## config.mk

```make
export PLATFORM = sky130hd
export DESIGN_NAME = bcd_serial_subtractor_flat
export DESIGN_NICKNAME = d
export VERILOG_FILES = /design/src/rtl/bcd_pkg.sv /design/src/rtl/bcd_serial_subtractor_if.sv /design/src/rtl/bcd_digit_adder.sv /design/src/rtl/bcd_serial_subtractor.sv /design/src/flat_wrapper.sv
export SDC_FILE = /design/constraint.sdc
export NUM_CORES = 1
export LEC_CHECK = 0
export CAP_MARGIN = 5
export CELL_PAD_IN_SITES_DETAIL_PLACEMENT = 2
export CELL_PAD_IN_SITES_GLOBAL_PLACEMENT = 2
export CORE_MARGIN = 5
export CORE_UTILIZATION = 35
export DETAILED_ROUTE_END_ITERATION = 10
export GPL_TIMING_DRIVEN = 0
export PLACE_DENSITY = 0.9
export SYNTH_ARGS = -nofsm -noshare
export SYNTH_HDL_FRONTEND = slang
export SYNTH_SLANG_ARGS = --single-unit
export TNS_END_PERCENT = 20
```

## constraint.sdc

```tcl
create_clock -name clk -period 7.7 [get_ports clk]
set_input_delay 0.77 -clock clk [delete_from_list [all_inputs] [get_ports clk]]
set_output_delay 0.77 -clock clk [all_outputs]
set_load 0.005 [all_outputs]
```

## src/rtl/bcd_pkg.sv

```systemverilog
// Shared definitions for the digit-serial BCD subtractor: FSM encoding,
// the largest legal BCD digit and the 9's-complement helper.
package bcd_pkg;

    typedef enum logic [1:0] {
        IDLE = 2'd0,
        SUB  = 2'd1,
        FIX  = 2'd2,
        DONE = 2'd3
    } state_t;

    localparam logic [3:0] BCD_MAX = 4'd9;

    function automatic logic [3:0] nines_comp(input logic [3:0] d);
        return BCD_MAX - d;
    endfunction

endpackage

```

## src/rtl/bcd_serial_subtractor_if.sv

```systemverilog
// Start/done request bus for the serial BCD subtractor; master drives the
// operands and start, slave returns the result, flags and handshake.
interface bcd_serial_subtractor_if #(
    parameter int DIGITS = 4
);
    logic                  start;
    logic [4*DIGITS-1:0]   a;
    logic [4*DIGITS-1:0]   b;
    logic [4*DIGITS-1:0]   diff;
    logic                  neg;
    logic                  err;
    logic                  busy;
    logic                  done;

    modport master (
        output start, a, b,
        input  diff, neg, err, busy, done
    );

    modport slave (
        input  start, a, b,
        output diff, neg, err, busy, done
    );
endinterface

```

## src/rtl/bcd_digit_adder.sv

```systemverilog
// Combinational single-digit BCD adder: x + y + cin, corrected by +6 when
// the binary sum leaves the decimal range.
module bcd_digit_adder
    import bcd_pkg::*;
(
    input  logic [3:0] x,
    input  logic [3:0] y,
    input  logic       cin,
    output logic [3:0] sum,
    output logic       cout
);

    logic [4:0] raw;

    always_comb begin
        raw = {1'b0, x} + {1'b0, y} + {4'b0000, cin};
        if (raw > {1'b0, BCD_MAX}) begin
            sum  = raw[3:0] + 4'd6;
            cout = 1'b1;
        end else begin
            sum  = raw[3:0];
            cout = 1'b0;
        end
    end

endmodule

```

## src/rtl/bcd_serial_subtractor.sv

```systemverilog
// Digit-serial |A-B| for packed BCD operands, one digit per clock, with a
// 10's-complement fix-up pass when the result is negative.
module bcd_serial_subtractor
    import bcd_pkg::*;
#(
    parameter int DIGITS = 4
) (
    input  logic                   clk,
    input  logic                   rst_n,
    bcd_serial_subtractor_if.slave bus
);

    localparam int W     = 4 * DIGITS;
    localparam int IDX_W = (DIGITS > 1) ? $clog2(DIGITS) : 1;
    localparam logic [IDX_W-1:0] IDX_LAST = IDX_W'(DIGITS - 1);

    state_t           state, state_nx;
    logic [IDX_W-1:0] idx, idx_nx;
    logic             carry, carry_nx;
    logic             tail, tail_nx;
    logic [W-1:0]     diff_q, diff_nx;
    logic             neg_q, neg_nx;
    logic             err_q, err_nx;
    logic [W-1:0]     a_q, b_q;
    logic             load;
    logic             ops_bad;

    logic [3:0] a_dig, b_dig, d_dig;
    logic [3:0] add_x, add_y, add_s;
    logic       add_c;

    assign load  = (state == IDLE) && bus.start;
    assign a_dig = a_q[{idx, 2'b00} +: 4];
    assign b_dig = b_q[{idx, 2'b00} +: 4];
    assign d_dig = diff_q[{idx, 2'b00} +: 4];

    // Operand registers only matter while busy, so they carry no reset.
    always_ff @(posedge clk) begin
        if (load) begin
            a_q <= bus.a;
            b_q <= bus.b;
        end
    end

    always_comb begin
        ops_bad = 1'b0;
        for (int i = 0; i < DIGITS; i++) begin
            if (a_q[4*i +: 4] > BCD_MAX || b_q[4*i +: 4] > BCD_MAX)
                ops_bad = 1'b1;
        end
    end

    // One adder shared by both passes: A + 9's(B) in SUB, 9's(diff) + 0 in FIX.
    always_comb begin
        if (state == FIX) begin
            add_x = nines_comp(d_dig);
            add_y = 4'd0;
        end else begin
            add_x = a_dig;
            add_y = nines_comp(b_dig);
        end
    end

    bcd_digit_adder u_adder (
        .x    (add_x),
        .y    (add_y),
        .cin  (carry),
        .sum  (add_s),
        .cout (add_c)
    );

    always_ff @(posedge clk or negedge rst_n) begin
        if (!rst_n) begin
            state  <= IDLE;
            idx    <= '0;
            carry  <= 1'b0;
            tail   <= 1'b0;
            diff_q <= '0;
            neg_q  <= 1'b0;
            err_q  <= 1'b0;
        end else begin
            state  <= state_nx;
            idx    <= idx_nx;
            carry  <= carry_nx;
            tail   <= tail_nx;
            diff_q <= diff_nx;
            neg_q  <= neg_nx;
            err_q  <= err_nx;
        end
    end

    // tail marks the extra SUB cycle that inspects the registered final carry.
    always_comb begin
        state_nx = state;
        idx_nx   = idx;
        carry_nx = carry;
        tail_nx  = tail;
        diff_nx  = diff_q;
        neg_nx   = neg_q;
        err_nx   = err_q;
        case (state)
            IDLE: begin
                if (bus.start) begin
                    err_nx   = 1'b0;
                    neg_nx   = 1'b0;
                    idx_nx   = '0;
                    carry_nx = 1'b1;
                    tail_nx  = 1'b0;
                    state_nx = SUB;
                end
            end
            SUB: begin
                if (tail) begin
                    tail_nx = 1'b0;
                    if (carry) begin
                        neg_nx   = 1'b0;
                        state_nx = DONE;
                    end else begin
                        neg_nx   = 1'b1;
                        idx_nx   = '0;
                        carry_nx = 1'b1;
                        state_nx = FIX;
                    end
                end else if (ops_bad) begin
                    diff_nx  = '0;
                    neg_nx   = 1'b0;
                    err_nx   = 1'b1;
                    state_nx = DONE;
                end else begin
                    diff_nx[{idx, 2'b00} +: 4] = add_s;
                    carry_nx = add_c;
                    if (idx == IDX_LAST) begin
                        idx_nx  = '0;
                        tail_nx = 1'b1;
                    end else begin
                        idx_nx = idx + 1'b1;
                    end
                end
            end
            FIX: begin
                diff_nx[{idx, 2'b00} +: 4] = add_s;
                carry_nx = add_c;
                if (idx == IDX_LAST) begin
                    idx_nx   = '0;
                    state_nx = DONE;
                end else begin
                    idx_nx = idx + 1'b1;
                end
            end
            DONE: begin
                state_nx = IDLE;
            end
            default: begin
                state_nx = IDLE;
            end
        endcase
    end

    assign bus.diff = diff_q;
    assign bus.neg  = neg_q;
    assign bus.err  = err_q;
    assign bus.busy = (state != IDLE);
    assign bus.done = (state == DONE);

endmodule

```

## src/flat_wrapper.sv

```systemverilog
// flat-port wrapper written by rule: the top's interface ports become plain ports
module bcd_serial_subtractor_flat import bcd_pkg::*;
#(
    parameter int DIGITS = 4
)
  (clk, rst_n, bus_start, bus_a, bus_b, bus_diff, bus_neg, bus_err, bus_busy, bus_done);
  bcd_serial_subtractor_if #(.DIGITS(DIGITS)) bus_i ();
  input  logic clk;
  input  logic rst_n;
  input wire logic [$bits(bus_i.start)-1:0] bus_start;
  input wire logic [$bits(bus_i.a)-1:0] bus_a;
  input wire logic [$bits(bus_i.b)-1:0] bus_b;
  output wire logic [$bits(bus_i.diff)-1:0] bus_diff;
  output wire logic [$bits(bus_i.neg)-1:0] bus_neg;
  output wire logic [$bits(bus_i.err)-1:0] bus_err;
  output wire logic [$bits(bus_i.busy)-1:0] bus_busy;
  output wire logic [$bits(bus_i.done)-1:0] bus_done;
  assign bus_i.start = bus_start;
  assign bus_i.a = bus_a;
  assign bus_i.b = bus_b;
  assign bus_diff = bus_i.diff;
  assign bus_neg = bus_i.neg;
  assign bus_err = bus_i.err;
  assign bus_busy = bus_i.busy;
  assign bus_done = bus_i.done;
  bcd_serial_subtractor #(.DIGITS(DIGITS)) u_core (.clk(clk), .rst_n(rst_n), .bus(bus_i));
endmodule
```

Word-level counts from Yosys, hierarchy flattened

Cells that the tools add are included.

Add/subtract/negate cells: 7
$lt $le $gt $ge: 9
Eq/ne operators: 11
Shift-type cells: 5
Muxes and demuxes: 40
Reductions and logical operators: 17

Operator list:

| operator                                                                         | count |
|---|---|
| 16-bit by 5-bit indexed part select with 4-bit output                            | 3 |
| 4-bit greater-than comparator (second input constant)                            | 8 |
| 16-bit two-way mux                                                               | 2 |
| 16-bit case mux with 2 select lines                                              | 1 |
| 1-bit two-way mux                                                                | 18 |
| 2-bit two-way mux                                                                | 9 |
| 16-bit bitwise mux                                                               | 1 |
| 4-bit by 6-bit variable shift with 16-bit output (first input constant)          | 1 |
| 4-bit by 6-bit indexed part select with 16-bit output                            | 1 |
| 4-bit two-way mux                                                                | 3 |
| 3-bit AND reduction                                                              | 3 |
| 2-bit case mux with 4 select lines                                               | 1 |
| 4-bit AND reduction                                                              | 2 |
| 4-bit subtractor (first input constant)                                          | 2 |
| 2-bit == test (second input constant)                                            | 3 |
| 2-bit inequality test (second input constant)                                    | 3 |
| 4-bit negator with 6-bit output                                                  | 1 |
| 1-bit case mux with 2 select lines                                               | 3 |
| 2-bit case mux with 3 select lines                                               | 1 |
| 2-bit nonzero test                                                               | 3 |
| 4-bit by 4-bit adder with 5-bit output                                           | 1 |
| 5-bit by 1-bit adder with 5-bit output                                           | 1 |
| 5-bit by 4-bit greater-than comparator with 1-bit output (second input constant) | 1 |
| 4-bit by 3-bit adder with 4-bit output (second input constant)                   | 1 |
| other kinds (12)                                                                 | 16 |

Flip-flop bits (word level): 56
Output and inout port bits: 20

Longest topological paths before layout

Gate-level depths: netlist (run 1).

Depth after elaboration: 12
Gate-level depth with buffers: 15
Gate-level depth less buffers: 14

Modules after synthesis

From an unflattened synthesis (run 1), not the netlist that was laid out.

Cell total of the unflattened synthesis: 242
Area total of the unflattened synthesis: 3079.2 um^2

By module, submodules not included:

| module                | instances | cells an instance | area each (um^2) | seq. area each (um^2) |
|---|---|---|---|---|
| bcd_serial_subtractor | 1         | 220               | 2867.8           | 1561.5 |
| bcd_digit_adder       | 1         | 22                | 211.5            | 0.0 |

Worst setup path before layout (run 1)

Ideal clock, no wire load.

Kind: register -> register
Start: reg u_core.idx[0]
End: reg u_core.diff_q[15], in the netlist u_core.bus.diff[15]
Setup time: 0.122 ns
Data arrival time: 3.494 ns
Required time: 7.578 ns
Slack: 4.084 ns
Cell stages (with the launch flop): 14
Path buffers: 2
Period minus slack after synthesis: 3.616 ns
Path through: dfrtp_1 > buf_2 > buf_2 > mux4_2 > inv_1 > ha_1 > mux2_2 > ha_1 > xnor2_1 > ha_1 > a22oi_1 > or2_2 > a41oi_2 > a32o_1

Longest elaborated chain between the ends: 12

RTL lines:

| element                                                                                                                   | line                                                       | text |
|---|---|---|
| start, declared                                                                                                           | bcd_serial_subtractor.sv:18                                | `logic [IDX_W-1:0] idx, idx_nx;` |
| start signal, assigned                                                                                                    | bcd_serial_subtractor.sv:83                                | `idx <= idx_nx;` |
| 16-bit by 5-bit indexed part select with 4-bit output (on tied branches)                                                  | bcd_serial_subtractor.sv:35, bcd_serial_subtractor.sv:34   |  |
| 4-bit subtractor                                                                                                          | bcd_pkg.sv:15                                              | `return BCD_MAX - d;` |
| 4-bit two-way mux                                                                                                         | bcd_serial_subtractor.sv:55                                | `if (state == FIX) begin` |
| 4-bit by 4-bit adder with 5-bit output                                                                                    | bcd_digit_adder.sv:16                                      | `raw = {1'b0, x} + {1'b0, y} + {4'b0000, cin};` |
| 5-bit by 1-bit adder with 5-bit output                                                                                    | bcd_digit_adder.sv:16                                      |  |
| 4-bit by 3-bit adder with 4-bit output / 5-bit by 4-bit greater-than comparator with 1-bit output (equally long branches) | bcd_digit_adder.sv:18, bcd_digit_adder.sv:17               |  |
| 4-bit two-way mux                                                                                                         | bcd_digit_adder.sv:17                                      | `if (raw > {1'b0, BCD_MAX}) begin` |
| 4-bit by 6-bit indexed part select with 16-bit output                                                                     | bcd_serial_subtractor.sv:130, bcd_serial_subtractor.sv:141 |  |
| 16-bit bitwise mux *                                                                                                      | bcd_serial_subtractor.sv:130, bcd_serial_subtractor.sv:141 |  |
| 16-bit two-way mux                                                                                                        | bcd_serial_subtractor.sv:124                               | `end else if (ops_bad) begin` |
| 16-bit two-way mux                                                                                                        | bcd_serial_subtractor.sv:113                               | `if (tail) begin` |
| 16-bit case mux with 2 select lines *                                                                                     | bcd_serial_subtractor.sv:101                               | `case (state)` |
| end signal, assigned                                                                                                      | bcd_serial_subtractor.sv:86                                | `diff_q <= diff_nx;` |
| end, declared                                                                                                             | bcd_serial_subtractor.sv:21                                | `logic [W-1:0] diff_q, diff_nx;` |

Every way passes the cells marked *; elsewhere a longest branch is shown, timed or not. The select of a mux whose other input is x is not followed.
A chain may end at the register's enable or synchronous reset.

Worst setup path after layout (run 1)

Same ends and word-level chain as after synthesis.

==> run summary, run 1 <==
Buffers on Ports: 54
Initial Utilization: 36.1%
Peak supply drop: 181 µV
Critical path endpoint category: flip-flop
Setup WS pre-CTS: 3.43 ns
# nets final: 347
Worst Path Arrival: 4.53 ns
Die ar.: 10,400 µm²
Final Skew: 0.0145 ns
FMAX: 0.235 GHz
Clock latency on the worst-skew pair: 0.32 ns
DRT Pass-1 Iters: 4
Cell Chain, Critical Path: buf_2, buf_2, mux4_2, nor2_1, a21oi_1, fa_1, inv_1, fa_1, inv_1, ha_1, a22oi_1, or2_2, a41oi_2, a32o_1
Crit-path max cell delay: 0.56 ns
Slew HR: 51.3%
Standard-cell rows: 33
Ratio of cells with drive above 1 in the final layout: 12.5%
DRT iter0 DRCs: 74
TritonCTS Buffers: 5
Vias: 2,211
# Post-CTS Setup Buffers: 0
Remaining Overflow, GRT: 0
Final worst slack: 3.44 ns
Vias in the first global route: 2,508
Largest net degree at the start of global routing: 34
Core ar.: 8220 µm²
RSZ-0062 raised after global routing: no
CP max-delay cell: mux4_2
Final setup viols: 0
Fin crit share: 55.3%
Die height: 102 µm
CTS tree: done
IO Count: 55
Lkg Pwr: 0.00142 µW
Longest Clk Path Bufs: 2
GRT Total Usage: 16.8%
Mapped Area: 2960 µm²
HPWL after DPL: 6.44 mm
First-pass GRT wire length: 13.3 mm
Detail Route Antenna Nets: 0
CTS Hold Bufs: 0
Post-Syn Instances: 232
Top layer in use: met4
WP data required: 7.97 ns
Tightest Pin Transition: 0.731 ns
Via/cell ratio: 5.53
Syn Nets: 285
Worst min path class: reg -> reg
GP Congestion: 0.776
Count of state elements after synthesis: 56
Metal3 WL: 323 µm
Max_cap viols: 0
WS Path Type: reg -> reg
Final hold vios: 0
Post-CTS sizing: 0
Metal2 WL: 4.25 mm
Wire length on met1: 3.50 mm
Syn-to-layout area delta: 26.8%
Depth of the CTS H-tree: 2
CTS sink cnt: 56
Final TNS setup: 0 ns
Routed wire per std cell: 20.5 µm
Syn. warnings: 0
Status: complete, no violations
Startpoint Class: flip-flop
Hold_ws: 0.541 ns
Overall power: 1690 µW
Root buf cell: clkbuf_8
Commonest non-fill, non-tap cell in the layout: clkdlybuf4s50_1
Seq/Total Area, Yosys: 52.7%
WL final: 8.20 mm
Pins Over Slew Limit: 0
Pwr dens: 450 nW/µm²
Syn Area/Cell: 12.8 µm²
Commonest non-fill, non-tap cells in the layout: clkdlybuf4s50_1 (54), edfxtp_1 (32), dfrtp_1 (24)
Filler Cell Count: 805
DRC viols: 0
Reg2Reg Setup Slack: 3.44 ns
Netlist cell types: 42
N_diodes: 0
Final min period: 4.26 ns
Initial antenna violation count: 0
Chip Width: 102 µm
Clock transition at path regs: 0.12 ns
Worst-path fanout max: 10
## metrics by stage
step | util, % | instances | area, µm²
after global placement | 44.2 | 391 | 3630
after CTS | 45.4 | 399 | 3730
after floorplan | - | 232 | 2960
after global routing | 45.7 | 400 | 3760
after detailed placement | 44.2 | 391 | 3630
final | 45.7 | 400 | 3760
## cells by family after synthesis
logic type      synth area share, %
compound gates                 13.6
xor+xnor                       1.18
fa+ha+maj                      8.11
buf+inv                        2.91
flops                          52.7
mux                            11.4
simple gates                   10.1
## area by class of cell
cell class              count  area [µm²]  area share (%)
plain buffers               6        26.3           0.700
flip-flops and latches     56        1560            41.6
repair buffers             55         566            15.1
clock buffers               5        68.8            1.83
well taps                 105         131            3.50
clock inverters             3        26.3           0.700
multi-input cells         154        1320            35.0
inverters                  16        60.1            1.60
## final timing paths
kind / from / end / cells after the start
max: u_core.idx[0] / u_core.bus.diff[15] / 14
min: u_core.bus.diff[5] / u_core.bus.diff[5] / 1
max reg2reg: u_core.idx[0] / u_core.bus.diff[15] / 14
min reg2reg: u_core.bus.diff[5] / u_core.bus.diff[5] / 1
max in group asynchronous: rst_n / u_core.idx[1] / 2
min in group asynchronous: rst_n / u_core.bus.err / 1
## cell usage after synthesis
| library cell | instances | area [µm²] |
|---|---|---|
| nand3_1 | 1 | 5.00 |
| nand2_1 | 12 | 45.0 |
| nand4_1 | 6 | 37.5 |
| a21bo_2 | 1 | 10.0 |
| nor3b_1 | 2 | 15.0 |
| mux2_2 | 6 | 67.6 |
| o311ai_1 | 1 | 8.76 |
| or3_4 | 1 | 11.3 |
| nor2b_1 | 2 | 12.5 |
| edfxtp_1 | 32 | 961 |
| a22o_1 | 7 | 61.3 |
| clkbuf_1 | 3 | 11.3 |
| nor2_1 | 14 | 52.6 |
| nor3_1 | 7 | 35.0 |
| a41oi_2 | 1 | 16.3 |
| o2111ai_1 | 1 | 8.76 |
| and4_1 | 1 | 8.76 |
| o22a_1 | 1 | 8.76 |
| nand2b_1 | 4 | 25.0 |
| o21a_1 | 1 | 7.51 |
| and3b_1 | 1 | 8.76 |
| xnor2_1 | 4 | 35.0 |
| o31ai_1 | 1 | 7.51 |
| and3_1 | 3 | 18.8 |
| inv_1 | 16 | 60.1 |
| o2bb2ai_1 | 4 | 35.0 |
| a22oi_1 | 3 | 22.5 |
| buf_2 | 3 | 15.0 |
| a21oi_1 | 5 | 25.0 |
| o21ai_1 | 2 | 10.0 |
| fa_1 | 2 | 40.0 |
| a21o_1 | 3 | 22.5 |
| a31oi_4 | 1 | 21.3 |
| a21boi_0 | 1 | 7.51 |
| o21ai_0 | 20 | 100 |
| ha_1 | 16 | 200 |
| or2_2 | 2 | 12.5 |
| mux4_2 | 12 | 270 |
| and2_1 | 2 | 12.5 |
| a41oi_1 | 1 | 8.76 |
| a32o_1 | 2 | 20.0 |
| dfrtp_1 | 24 | 601 |
## registers in the layout, summed over array words and instances (netlist names)
register	flops
u_core.a_q	16
u_core.bus.err	1
u_core.state	2
u_core.carry	1
u_core.tail	1
u_core.b_q	16
u_core.idx	2
u_core.bus.neg	1
u_core.bus.diff	16
## report_power, final
group          total [µW]  internal, µW  switching, µW
Clock                 174          66.5            107
Sequential            421           380           41.4
Combinational        1100           449            646
Total                1690           895            795
## worst max-delay path, delay by kind of cell, from the launching register on
| kind | cells | cell delay (ns) |
|---|---|---|
| adder cells (fa/ha/maj) | 3 | 1.07 |
| buffers and inverters | 4 | 0.85 |
| AO/OA/AOI/OAI | 4 | 0.79 |
| multiplexers | 1 | 0.56 |
| AND/OR/NAND/NOR | 2 | 0.48 |
| flip-flops | 1 | 0.44 |
## metal layers
| layer | vias to the layer above | GRT usage, % |
|---|---|---|
| met5 | - | 0 |
| li1 | 997 | - |
| met3 | 9 | 3.00 |
| met2 | 60 | 30.1 |
| met4 | 0 | 4.84 |
| met1 | 1145 | 20.8 |
No activity file was read; power rests on OpenSTA's default activity.
==> run 2, diff against run 1 <==
- clock period: 7.7 -> 4.45 ns (I/O delays scaled with it)
==> run summary, run 2 (synthesis gave the netlist of run 1 again) <==
Status: complete, no violations
HPWL after DPL: 6.44 mm
Largest net degree at the start of global routing: 34
WL final: 8.21 mm
Pins Over Slew Limit: 0
Core ar.: 8220 µm²
# nets final: 347
Chip Width: 102 µm
Routed wire per std cell: 20.5 µm
Hold_ws: 0.403 ns
Buffers on Ports: 54
WP data required: 4.72 ns
Lkg Pwr: 0.00143 µW
Die height: 102 µm
First-pass GRT wire length: 13.3 mm
GP Congestion: 0.776
Worst Path Arrival: 4.54 ns
Worst min path class: in -> async
Vias in the first global route: 2,508
Depth of the CTS H-tree: 2
Commonest non-fill, non-tap cells in the layout: clkdlybuf4s50_1 (54), edfxtp_1 (32), dfrtp_1 (24)
TritonCTS Buffers: 5
Die ar.: 10,400 µm²
Initial Utilization: 36.1%
Detail Route Antenna Nets: 0
# Post-CTS Setup Buffers: 0
Max_cap viols: 0
DRC viols: 0
Util after Layout: 45.8%
Overall power: 2980 µW
Initial antenna violation count: 0
FMAX: 0.234 GHz
Standard-cell rows: 33
Worst-path fanout max: 10
N_diodes: 0
Peak supply drop: 325 µV
CTS tree: done
Final Skew: 0.0138 ns
Startpoint Class: flip-flop
Fin crit share: 96.1%
CTS Hold Bufs: 0
Root buf cell: clkbuf_8
Critical path endpoint category: flip-flop
Tightest Pin Transition: 0.731 ns
Pwr dens: 790 nW/µm²
Vias: 2,209
Placed cells: 391
Remaining Overflow, GRT: 0
Final setup viols: 0
IO Count: 55
Clock latency on the worst-skew pair: 0.32 ns
RSZ-0062 raised after global routing: yes
DRT iter0 DRCs: 78
Longest Clk Path Bufs: 2
Commonest non-fill, non-tap cell in the layout: clkdlybuf4s50_1
Post-CTS sizing: 0
Slew HR: 51.3%
Final hold vios: 0
Via/cell ratio: 5.52
Final non-filler cell total: 400
GRT Total Usage: 16.8%
Syn-to-layout area delta: 27.1%
Final min period: 4.27 ns
DRT Pass-1 Iters: 4
Ratio of cells with drive above 1 in the final layout: 12.9%
WS Path Type: reg -> reg
CTS sink cnt: 56
Clock transition at path regs: 0.12 ns
==> run 2: metal layers <==
layer  up-vias  share of wire [%]  global-route usage (%)
met5         -                  0                       0
met4         0                1.9                    4.84
met3        12                4.3                    3.00
met2        64                 52                    30.1
met1      1135                 42                    20.8
li1        998                  -                       -
==> run 2: layout make-up <==
type                            count  area [µm²]
Clock buffer                        5        68.8
Tap cell                          105         131
Multi-Input combinational cell    154        1320
Buffer                              6        28.8
Sequential cell                    56        1560
Fill cell                         804        4450
Timing Repair Buffer               55         566
Clock inverter                      3        26.3
Inverter                           16        60.1
==> run 2: metrics by stage <==
step           area, µm²  setup WS, ns  TNS, ns
6_report            3770         0.175        0
5_1_grt             3770       -0.0351  -0.0404
4_1_cts             3730         0.148        0
3_5_place_dp        3630         0.184        0
3_3_place_gp        3630         0.306        0
2_1_floorplan       2960         0.834        0
==> run 2: final timing paths <==
kind / endpoint / startpoint / depth (start not counted) / slack, ns
hold reg to reg: u_core.bus.diff[5] / u_core.bus.diff[5] / 1 / 0.54
max in group asynchronous: u_core.idx[1] / rst_n / 2 / 3.56
hold / removal: u_core.bus.err / rst_n / 1 / 0.40
min in group clk: u_core.bus.diff[5] / u_core.bus.diff[5] / 1 / 0.54
setup reg to reg: u_core.bus.diff[15] / u_core.idx[1] / 12 / 0.18
setup / recovery: u_core.bus.diff[15] / u_core.idx[1] / 12 / 0.18
==> run 2: critical path, cell delays in order (launching register included) <==
cell	delay, ns
dfrtp_1	0.62
clkbuf_1	0.53
mux4_2	0.42
or2_2	0.31
fa_1	0.45
inv_1	0.10
fa_1	0.49
inv_1	0.09
ha_1	0.17
a22oi_1	0.16
or2_2	0.34
a41oi_2	0.33
a32o_1	0.22
==> run 2: report_power, final <==
part	internal (µW)	switching, µW	total, µW
registers	657	71.4	728
logic	811	1130	1950
clock network	115	187	302
total	1580	1390	2980
